--- src/rtl/board_editor_pkg.sv ---
// board_editor_pkg
//   Shared definitions for the board editing engine and the renderer fetch
//   side: edit opcodes, FSM state encoding, default board geometry and
//   the derived word count.
package board_editor_pkg;

   localparam int DEF_WORD_SIZE      = 16;
   localparam int DEF_LOG_WORD_SIZE  = $clog2(DEF_WORD_SIZE);
   localparam int DEF_LOG_BOARD_SIZE = 6;
   localparam int DEF_NUM_WORDS      = 2 ** (2 * DEF_LOG_BOARD_SIZE - DEF_LOG_WORD_SIZE);
   localparam int DEF_LOG_MAX_ADDR   = $clog2(DEF_NUM_WORDS);

   typedef enum logic [1:0] {
      OP_TOGGLE    = 2'd0,
      OP_SET       = 2'd1,
      OP_CLEAR     = 2'd2,
      OP_CLEAR_ALL = 2'd3
   } edit_op_t;

   typedef enum logic [2:0] {
      ST_IDLE  = 3'd0,
      ST_READ  = 3'd1,
      ST_WRITE = 3'd2,
      ST_CLEAR = 3'd3,
      ST_DONE  = 3'd4
   } edit_state_t;

   // Words needed to hold a 2^log_board square board at 2^log_word cells/word.
   function automatic int num_words(input int log_board, input int log_word);
      return 2 ** (2 * log_board - log_word);
   endfunction

endpackage

--- src/rtl/board_editor_cell_addr_map.sv ---
// cell_addr_map
//   Combinational mapping of a board coordinate to its packed memory
//   location. Row-major: each row occupies 2^(LOG_BOARD_SIZE-LOG_WORD_SIZE)
//   consecutive words, and the low x bits select the bit within the word.
//   Shared with the renderer fetch path so both sides agree on layout.
// Ports:
//   x, y       cell coordinate
//   word_addr  word address, zero-extended to LOG_MAX_ADDR bits
//   bit_idx    bit position of the cell within that word
module cell_addr_map
   import board_editor_pkg::*;
#(
   parameter int LOG_WORD_SIZE  = DEF_LOG_WORD_SIZE,
   parameter int LOG_BOARD_SIZE = DEF_LOG_BOARD_SIZE,
   parameter int LOG_MAX_ADDR   = DEF_LOG_MAX_ADDR
) (
   input  logic [LOG_BOARD_SIZE-1:0] x,
   input  logic [LOG_BOARD_SIZE-1:0] y,
   output logic [LOG_MAX_ADDR-1:0]   word_addr,
   output logic [LOG_WORD_SIZE-1:0]  bit_idx
);

   assign word_addr = LOG_MAX_ADDR'({y, x[LOG_BOARD_SIZE-1:LOG_WORD_SIZE]});
   assign bit_idx   = x[LOG_WORD_SIZE-1:0];

endmodule

--- src/rtl/board_editor.sv ---
// board_editor
//   Read-modify-write engine for the packed board memory. Applies a single
//   cell TOGGLE/SET/CLEAR by reading the containing word, modifying one bit
//   and writing it back, or sweeps every word to zero for CLEAR_ALL.
//   All memory-side outputs are registered.
// Ports:
//   clk_in         system clock
//   rst_n_in       asynchronous active-low reset
//   req_valid_in   edit request valid
//   req_ready_out  engine idle; request taken when valid && ready at an edge
//   op_in          edit opcode (edit_op_t)
//   x_in, y_in     cell coordinate (ignored for CLEAR_ALL)
//   addr_out       memory address shared by read and write
//   data_r_in      memory read data
//   data_w_out     memory write data
//   we_out         memory write enable
//   done_out       one-cycle pulse when an operation completes
module board_editor
   import board_editor_pkg::*;
#(
   parameter int WORD_SIZE      = DEF_WORD_SIZE,
   parameter int LOG_WORD_SIZE  = $clog2(WORD_SIZE),
   parameter int LOG_BOARD_SIZE = DEF_LOG_BOARD_SIZE,
   parameter int LOG_MAX_ADDR   = DEF_LOG_MAX_ADDR,
   parameter int READ_LATENCY   = 2
) (
   input  logic                      clk_in,
   input  logic                      rst_n_in,
   input  logic                      req_valid_in,
   output logic                      req_ready_out,
   input  edit_op_t                  op_in,
   input  logic [LOG_BOARD_SIZE-1:0] x_in,
   input  logic [LOG_BOARD_SIZE-1:0] y_in,
   output logic [LOG_MAX_ADDR-1:0]   addr_out,
   input  logic [WORD_SIZE-1:0]      data_r_in,
   output logic [WORD_SIZE-1:0]      data_w_out,
   output logic                      we_out,
   output logic                      done_out
);

   localparam int NUM_WORDS = num_words(LOG_BOARD_SIZE, LOG_WORD_SIZE);
   localparam int RC_W      = $clog2(READ_LATENCY + 1);
   localparam logic [RC_W-1:0]         RC_LAST   = RC_W'(READ_LATENCY - 1);
   localparam logic [LOG_MAX_ADDR-1:0] ADDR_LAST = LOG_MAX_ADDR'(NUM_WORDS - 1);

   if (NUM_WORDS > 2 ** LOG_MAX_ADDR) begin : g_addr_width_check
      $error("board_editor: board needs more words than LOG_MAX_ADDR can address");
   end
   if ((2 ** LOG_WORD_SIZE) != WORD_SIZE) begin : g_word_size_check
      $error("board_editor: WORD_SIZE must equal 2**LOG_WORD_SIZE");
   end
   if (READ_LATENCY < 1) begin : g_latency_check
      $error("board_editor: READ_LATENCY must be at least 1");
   end

   // One-bit modification of a fetched word; every other bit passes through.
   function automatic logic [WORD_SIZE-1:0] apply_edit(
      input logic [WORD_SIZE-1:0]     word,
      input logic [LOG_WORD_SIZE-1:0] idx,
      input edit_op_t                 op
   );
      logic [WORD_SIZE-1:0] mask;
      mask = WORD_SIZE'(1) << idx;
      case (op)
         OP_TOGGLE: return word ^ mask;
         OP_SET:    return word | mask;
         default:   return word & ~mask;
      endcase
   endfunction

   edit_state_t               state_q, state_d;
   edit_op_t                  op_q, op_d;
   logic [LOG_WORD_SIZE-1:0]  bit_q, bit_d;
   logic [RC_W-1:0]           rd_cnt_q, rd_cnt_d;
   logic [LOG_MAX_ADDR-1:0]   clr_cnt_q, clr_cnt_d;
   logic [LOG_MAX_ADDR-1:0]   addr_d;
   logic [WORD_SIZE-1:0]      data_w_d;
   logic                      we_d, done_d;
   logic [LOG_MAX_ADDR-1:0]   map_addr;
   logic [LOG_WORD_SIZE-1:0]  map_bit;

   cell_addr_map #(
      .LOG_WORD_SIZE  (LOG_WORD_SIZE),
      .LOG_BOARD_SIZE (LOG_BOARD_SIZE),
      .LOG_MAX_ADDR   (LOG_MAX_ADDR)
   ) u_cell_addr_map (
      .x         (x_in),
      .y         (y_in),
      .word_addr (map_addr),
      .bit_idx   (map_bit)
   );

   assign req_ready_out = (state_q == ST_IDLE);

   // Next-state and next-output logic; outputs are registered below, so the
   // values computed here appear on the ports one cycle later.
   always_comb begin
      state_d   = state_q;
      op_d      = op_q;
      bit_d     = bit_q;
      rd_cnt_d  = rd_cnt_q;
      clr_cnt_d = clr_cnt_q;
      addr_d    = addr_out;
      data_w_d  = data_w_out;
      we_d      = 1'b0;
      done_d    = 1'b0;
      case (state_q)
         ST_IDLE: begin
            if (req_valid_in) begin
               op_d = op_in;
               if (op_in == OP_CLEAR_ALL) begin
                  // First clearing write goes out on the very next cycle.
                  state_d   = ST_CLEAR;
                  clr_cnt_d = '0;
                  addr_d    = '0;
                  data_w_d  = '0;
                  we_d      = 1'b1;
               end else begin
                  state_d  = ST_READ;
                  addr_d   = map_addr;
                  bit_d    = map_bit;
                  rd_cnt_d = '0;
               end
            end
         end
         ST_READ: begin
            // Read data is valid on the last READ cycle; modify it in flight
            // so the write is presented directly in the WRITE cycle.
            if (rd_cnt_q == RC_LAST) begin
               state_d  = ST_WRITE;
               data_w_d = apply_edit(data_r_in, bit_q, op_q);
               we_d     = 1'b1;
            end else begin
               rd_cnt_d = rd_cnt_q + 1'b1;
            end
         end
         ST_WRITE: begin
            state_d = ST_DONE;
            done_d  = 1'b1;
         end
         ST_CLEAR: begin
            if (clr_cnt_q == ADDR_LAST) begin
               state_d   = ST_DONE;
               clr_cnt_d = '0;
               done_d    = 1'b1;
            end else begin
               clr_cnt_d = clr_cnt_q + 1'b1;
               addr_d    = clr_cnt_q + 1'b1;
               we_d      = 1'b1;
            end
         end
         ST_DONE: begin
            state_d = ST_IDLE;
         end
         default: begin
            state_d = ST_IDLE;
         end
      endcase
   end

   // Control and registered outputs; reset aborts any operation in flight.
   always_ff @(posedge clk_in or negedge rst_n_in) begin
      if (!rst_n_in) begin
         state_q    <= ST_IDLE;
         rd_cnt_q   <= '0;
         clr_cnt_q  <= '0;
         addr_out   <= '0;
         data_w_out <= '0;
         we_out     <= 1'b0;
         done_out   <= 1'b0;
      end else begin
         state_q    <= state_d;
         rd_cnt_q   <= rd_cnt_d;
         clr_cnt_q  <= clr_cnt_d;
         addr_out   <= addr_d;
         data_w_out <= data_w_d;
         we_out     <= we_d;
         done_out   <= done_d;
      end
   end

   // Latched request fields; only meaningful while an operation is active.
   always_ff @(posedge clk_in) begin
      op_q  <= op_d;
      bit_q <= bit_d;
   end

endmodule

--- config.mk ---
export PLATFORM = sky130hd
export DESIGN_NAME = board_editor
export DESIGN_NICKNAME = d
export VERILOG_FILES = /design/src/rtl/board_editor_pkg.sv /design/src/rtl/board_editor_cell_addr_map.sv /design/src/rtl/board_editor.sv
export SDC_FILE = /design/constraint.sdc
export NUM_CORES = 1
export LEC_CHECK = 0
export BUFFER_PORTS_ARGS = -buffer_cell sky130_fd_sc_hd__buf_2
export CORE_ASPECT_RATIO = 2
export CORE_UTILIZATION = 59
export DETAILED_ROUTE_END_ITERATION = 8
export GPL_TIMING_DRIVEN = 0
export PLACE_DENSITY = 0.85
export SLEW_MARGIN = 10
export SYNTH_ARGS = -nofsm -noshare
export SYNTH_HDL_FRONTEND = slang
export SYNTH_SLANG_ARGS = --single-unit
--- constraint.sdc ---
create_clock -name clk_in -period 4.35 [get_ports clk_in]
set_input_delay 0.2175 -clock clk_in [delete_from_list [all_inputs] [get_ports clk_in]]
set_output_delay 0.2175 -clock clk_in [all_outputs]
set_load 0.1 [all_outputs]
==> flow_summary.toml, run 1 <==
[setup_path]
cp_data_required_time_ps = 4560
critPathCaptureType = "flop"
path_cells = "ha_1 -> and2_1 -> o21ai_2 -> clkbuf_1 -> nand2_1 -> o21ai_0"
slowest_stage = "dfrtp_1"
path_max_fanout = 10
slowest_delay_ps = 410
critPathBufInv = 1
startpoint_type = "flop"
critPathKind = "flop to flop"
cpLargestDelayFamily = "compound AO/OA/AOI/OAI gates"
arrival_ps = 2120

[sta]
finClkSkew_ps = 12.9
max_freq_ghz = 0.523
hold_viol = 0
worst_pin_slew_ps = 888
hold_ws_ps = 29.4
post-route-period-util_pct = 43.9
rsz0062_at_grt = "no"
setup_tns_ps = 0
setup_viol = 0
slew_viol_final = 0
slew_headroom_pct = 40.8
period_minus_slack_ps = 1910

[synth]
synthArstFlopShare_pct = 86.7
ys.warnings.count = 0
synthCells = 304
yosysSeqAreaShare_pct = 40.7
syn_nets = 371
synth_area_sq_um = 2840
synth_edf_count = 6
synth-main-ff-cell = "dfrtp_1"
syn_avg_cell_area_sq_um = 9.36
synthDistinctLibCells = 47
synth_seq_cells = 45

[route]
post_drt_wl_per_cell_microns = 15.6
wl_microns = 6650
drt_iter0_markers = 47
antenna_left = 0
dr.pass1.iters = 4
vias = 2465
vias_per_cell = 5.79
drc = 0

[pwr]
ir_worst_vdd_v = 0.000518
powerDensity_nw_per_um2 = 763
clock_power_share_pct = 10.9
pwr-share-seq_pct = 27.4
switchingPower_mw = 1.47
swShare_pct = 58.3
leakage_nw = 1.67
pwr-share-comb_pct = 61.7
cellInternalPower_mw = 1.05

[grt]
grt_pass1_vias = 2390
grt_remaining_overflow = 0
grt_use_total_pct = 27.2
grt_pass1_wl_microns = 10400
antenna_found_initial = 0
grt_max_degree = 40

[cts]
postCtsHoldBufs = 0
cts_resized = 0
cts_buffers = 5
post_cts_buffers = 0
clock_sinks = 45
path_clk_slew_ps = 100
ctsHtreeMaxLevel = 2
clockRootBuffer = "clkbuf_8"
cts_tree = "built"
clock_path_buffers = 2
worstSkewPairLatency_ps = 310

[die]
start_util_pct = 61.9
die_w_microns = 51.1
core_area_sq_um = 4600
io_pins = 60
num_rows = 35
fp.dieArea_sq_um = 5120
die_y_microns = 100

[placed_design]
portBuffers = 59
dp.cells = 418
finalWeightedCongestion = 0.911
dp_hpwl_microns = 5010

[cells_and_area]
n_antenna_cell = 0
drive_above_1_share_pct = 22.1
area_growth_pct = 16.1
fin_nets = 437
stdcell_count = 426
register_area_sq_um = 1160
fillCellCount = 384
multi_input_area_sq_um = 1520

[flow_run]
cap_violations = 0

[min_path]
hp-class = "input port to async pin"

[status]
status = "finished, final reports clean"
==> layout by cell type, fill, tap and decap left out, types with 3 or more instances in the layout <==
master,netlist,layout
buf_2,5,64
o21ai_0,22,22
dfrtp_1,39,39
inv_1,24,24
nor2b_1,4,4
ha_1,34,34
a31oi_1,3,3
nand2_1,35,35
nand2b_1,3,3
a22o_1,6,6
a21o_1,4,4
clkbuf_1,8,8
mux2_4,3,3
nand3_1,13,13
mux2i_1,7,7
nor3_1,5,5
nand4_1,3,3
clkbuf_8,0,5
a211oi_1,10,10
edfxtp_1,6,6
nor2_1,19,19
a21oi_1,20,20
==> final timing paths <==
path	startpoint	end	slack [ps]	cells after the start
min in group clk_in	x_in[0]	bit_q[0]	90	1
min reg2reg	data_w_out[1]	data_w_out[1]	480	2
max reg2reg	rd_cnt_q[0]	data_w_out[7]	2440	6
min	rst_n_in	data_w_out[0]	30	1
max in group asynchronous	rst_n_in	state_q[1]	3770	1
max	rd_cnt_q[0]	data_w_out[7]	2440	6
==> stage by stage <==
| stage | area [sq um] | setup WS, ps | power (mW) | util (%) |
|---|---|---|---|---|
| 2_1_floorplan | 2840 | 2130 | 1.95 | - |
| 3_3_place_gp | 3210 | 2510 | 2.19 | 69.8 |
| 3_5_place_dp | 3210 | 2460 | 2.24 | 69.8 |
| 4_1_cts | 3300 | 2430 | 2.52 | 71.8 |
| 5_1_grt | 3300 | 2300 | 2.63 | 71.8 |
| 6_report | 3300 | 2440 | 2.52 | 71.8 |
==> power by group through the flow <==
stage / sequential [mW] / clock, mW / combinational [mW]
after floorplan: 1.41 / 0 / 0.541
after global placement: 0.687 / 0 / 1.51
after detailed placement: 0.697 / 0 / 1.54
after CTS: 0.691 / 0.281 / 1.55
after global routing: 0.707 / 0.292 / 1.63
final: 0.691 / 0.274 / 1.55
==> sequential cells by signal (all words and copies together), names as in the netlist <==
register,cells
state_q,3
we_out,1
bit_q,4
op_q,2
addr_out,8
done_out,1
rd_cnt_q,2
data_w_out,16
clr_cnt_q,8
==> routing by layer <==
metal	global-route usage, %	vias to the layer above	wire length (microns)
met4	14.5	0	230
met5	0	-	0
met3	2.88	21	223
li1	-	1195	-
met2	54.1	82	3840
met1	25.2	1167	2350
==> synth_stat cells, drive strengths merged (2+ instances only) <==
cell | n | area share [%]
a22o | 6 | 1.8
o21a | 2 | 0.53
nand2 | 35 | 4.6
nor2 | 19 | 2.5
a21oi | 20 | 3.5
a211oi | 10 | 2.6
o21ai | 23 | 4.2
nand3 | 13 | 2.3
edfxtp | 6 | 6.3
a31oi | 3 | 0.66
buf | 7 | 1.5
nand4 | 3 | 0.66
and2 | 2 | 0.44
nand2b | 3 | 0.66
mux2 | 4 | 2.0
a21o | 4 | 1.1
inv | 24 | 3.2
mux2i | 7 | 2.5
ha | 34 | 15
nor3 | 5 | 0.88
or2 | 3 | 0.66
dfrtp | 39 | 34
nor2b | 4 | 0.88
xor2 | 2 | 0.62
o22a | 2 | 0.62
clkbuf | 8 | 1.1
==> cells by family (layout without fill, tap and decap cells) <==
group | after synthesis | in the layout | share of synthesized area (%)
buffers and inverters | 39 | 106 | 5.76
flip-flops | 45 | 45 | 40.7
AO/OA/AOI/OAI | 79 | 79 | 18.1
adder cells (fa/ha/maj) | 34 | 34 | 15.0
multiplexers | 11 | 11 | 4.44
XOR/XNOR | 3 | 3 | 0.924
AND/OR/NAND/NOR | 93 | 93 | 15.2
==> area by class of cell <==
type	count	share of cell area, %
multi-input combinational	220	46.2
sequential	45	35.0
timing repair buffer	59	8.94
inverter	24	2.73
buffer	15	2.24
clock buffer	5	2.08
tap	55	2.08
clock inverter	3	0.758
(Power assumes the default switching activity.)
==> run 2, diff against run 1 <==
--- a/config.mk
+++ b/config.mk
@@ -7,10 +7,10 @@
 export LEC_CHECK = 0
 export BUFFER_PORTS_ARGS = -buffer_cell sky130_fd_sc_hd__buf_2
 export CORE_ASPECT_RATIO = 2
-export CORE_UTILIZATION = 59
+export CORE_UTILIZATION = 55
 export DETAILED_ROUTE_END_ITERATION = 8
 export GPL_TIMING_DRIVEN = 0
-export PLACE_DENSITY = 0.85
+export PLACE_DENSITY = 0.8
 export SLEW_MARGIN = 10
 export SYNTH_ARGS = -nofsm -noshare
 export SYNTH_HDL_FRONTEND = slang
==> constraint.sdc (replaced) <==
create_clock -name clk_in -period 1.8 [get_ports clk_in]
set_input_delay 0.09 -clock clk_in [delete_from_list [all_inputs] [get_ports clk_in]]
set_output_delay 0.09 -clock clk_in [all_outputs]
set_load 0.1 [all_outputs]
==> run 2 against run 1 <==
Compared with the run above:
- the run now ends with negative setup slack left
- via count up 1.6%
- design area rose by 8.6%
- final cell count up 3.5%
- largest cell class unchanged
==> flow_summary.toml, run 2 (synthesis results as in run 1) <==
[status]
status = "finished with violations"
violations = "negative setup slack"

[sta]
period_minus_slack_ps = 1830
setup_slack_ps = -29.5
finClkSkew_ps = 8.18
worst_pin_slew_ps = 894
hold_viol = 0
post-route-period-util_pct = 102
max_freq_ghz = 0.547
slew_viol_final = 0
setup_viol = 1
hold_ws_ps = 72.9
slew_headroom_pct = 40.4
rsz0062_at_grt = "yes"

[die]
start_util_pct = 57.9
core_area_sq_um = 4910
num_rows = 36
fp.dieArea_sq_um = 5480
io_pins = 60
die_y_microns = 104
die_w_microns = 52.8

[cells_and_area]
top_regs = "data_w_out (16), addr_out (8), clr_cnt_q (8)"
area_growth_pct = 26.1
fillCellCount = 376
drive_above_1_share_pct = 28.6
final_core_util_pct = 73.0
stdcell_count = 441
register_area_sq_um = 1160
largest_reg_flops = 16
layout_commonest_cell = "buf_2"
final_area_sq_um = 3590
top_register = "data_w_out"
final_cell_mix = "buf_2 (61), dfrtp_1 (39), ha_1 (32)"
fin_nets = 450
multi_input_area_sq_um = 1640
n_antenna_cell = 0

[setup_path]
path_max_fanout = 7
critPathKind = "flop to flop"
arrival_ps = 2020
critPathCaptureType = "flop"
rrSetupSlack_ps = -30
reg2reg_depth = 6
cp_data_required_time_ps = 1990
reg2reg_to = "data_w_out[4]"
startpoint_type = "flop"
r2r-start = "bit_q[2]"

[grt]
antenna_found_initial = 0
grt_max_degree = 40
top_usage_layer = "met2"
grt_pass1_vias = 2442
grt_pass1_wl_microns = 10700
use_met3_pct = 2.79
grt_use_total_pct = 25.8
grt_use_met2_pct = 49.1
grt_remaining_overflow = 0
use_met1_pct = 25.9

[cts]
path_clk_slew_ps = 90
clockRootBuffer = "clkbuf_8"
cts_tree = "built"
worstSkewPairLatency_ps = 300
cts_buffers = 5
ctsHtreeMaxLevel = 2
clock_sinks = 45
clock_path_buffers = 2

[min_path]
whs_path_depth = 3
holdPathEnd = "addr_out[1]"
min_from = "x_in[5]"
hp-class = "input port to flop"

[route]
vias = 2504
vias_per_cell = 5.68
post_drt_wl_per_cell_microns = 15.4
dr.pass1.iters = 4
wl_microns = 6780
drc = 0
drt_iter0_markers = 73
antenna_left = 0

[placed_design]
dp_hpwl_microns = 4890
placed_area_sq_um = 3210
portBuffers = 59
finalWeightedCongestion = 0.856
dp.cells = 420

[flow_run]
cap_violations = 0

[pwr]
ir_worst_vdd_v = 0.00171
leakage_nw = 1.78
totalPowerFinal_mw = 6.43
powerDensity_nw_per_um2 = 1790
-- run 2: changes by cell type in the layout (fill, tap and decap cells not counted), sizes merged --
cell         previous run  this run
dlygate4sd3             0         7
buf                    66        71
bufinv                  0         1
clkbuf                 13        14
inv                    25        24
-- run 2: how the worst max path moves through the flow --
stage,startpoint,end,depth (start not counted)
6_report,bit_q[2],data_w_out[4],6
5_1_grt,bit_q[3],data_w_out[9],7
4_1_cts,rd_cnt_q[0],data_w_out[10],6
3_5_place_dp,rd_cnt_q[0],data_w_out[10],6
3_3_place_gp,rd_cnt_q[0],data_w_out[15],6
2_1_floorplan,state_q[1],req_ready_out,2
-- run 2: critical path: stages, from the launching register on --
cell and delay [ps]:
edfxtp_1 550, nor2b_4 260, nand2_1 140, ha_1 320
mux2i_1 140, o21ai_0 100, a22o_1 220
-- run 2: power by group --
part	leakage, nW	switching [mW]	internal [mW]
clock	0.0543	0.378	0.416
sequential	0.555	0.271	1.41
combinational	1.17	2.94	1.02
-- run 2: final cells by class --
type / count / area share (%)
Timing Repair Buffer: 72 / 11.9
Sequential cell: 45 / 32.2
Inverter: 24 / 2.51
Multi-Input combinational cell: 220 / 45.7
Tap cell: 57 / 1.99
Clock buffer: 5 / 1.92
Buffer: 15 / 2.44
Clock inverter: 3 / 1.29
-- run 2: stage by stage --
step | setup slack (ps) | setup TNS, ps
3_3_place_gp | -52.6 | -479
5_1_grt | -82.3 | -883
2_1_floorplan | 170 | 0
3_5_place_dp | -98.2 | -776
6_report | -29.5 | -29.5
4_1_cts | -4.14 | -4.14
-- run 2: repair_timing --
action	in CTS	in global routing
resized for setup	2	41
buffers inserted	0	6
pin swaps	0	8
hold buffers	7	0
endpoints found under the hold margin	45	0
setup endpoints to repair	11	25
-- run 2: layer usage --
| metal | vias to the layer above | share of wire [%] | wire, microns |
|---|---|---|---|
| met5 | - | 0 | 0 |
| met4 | 0 | 3.1 | 208 |
| met3 | 20 | 3.4 | 230 |
| met2 | 74 | 58 | 3900 |
| met1 | 1193 | 36 | 2440 |
| li1 | 1217 | - | - |
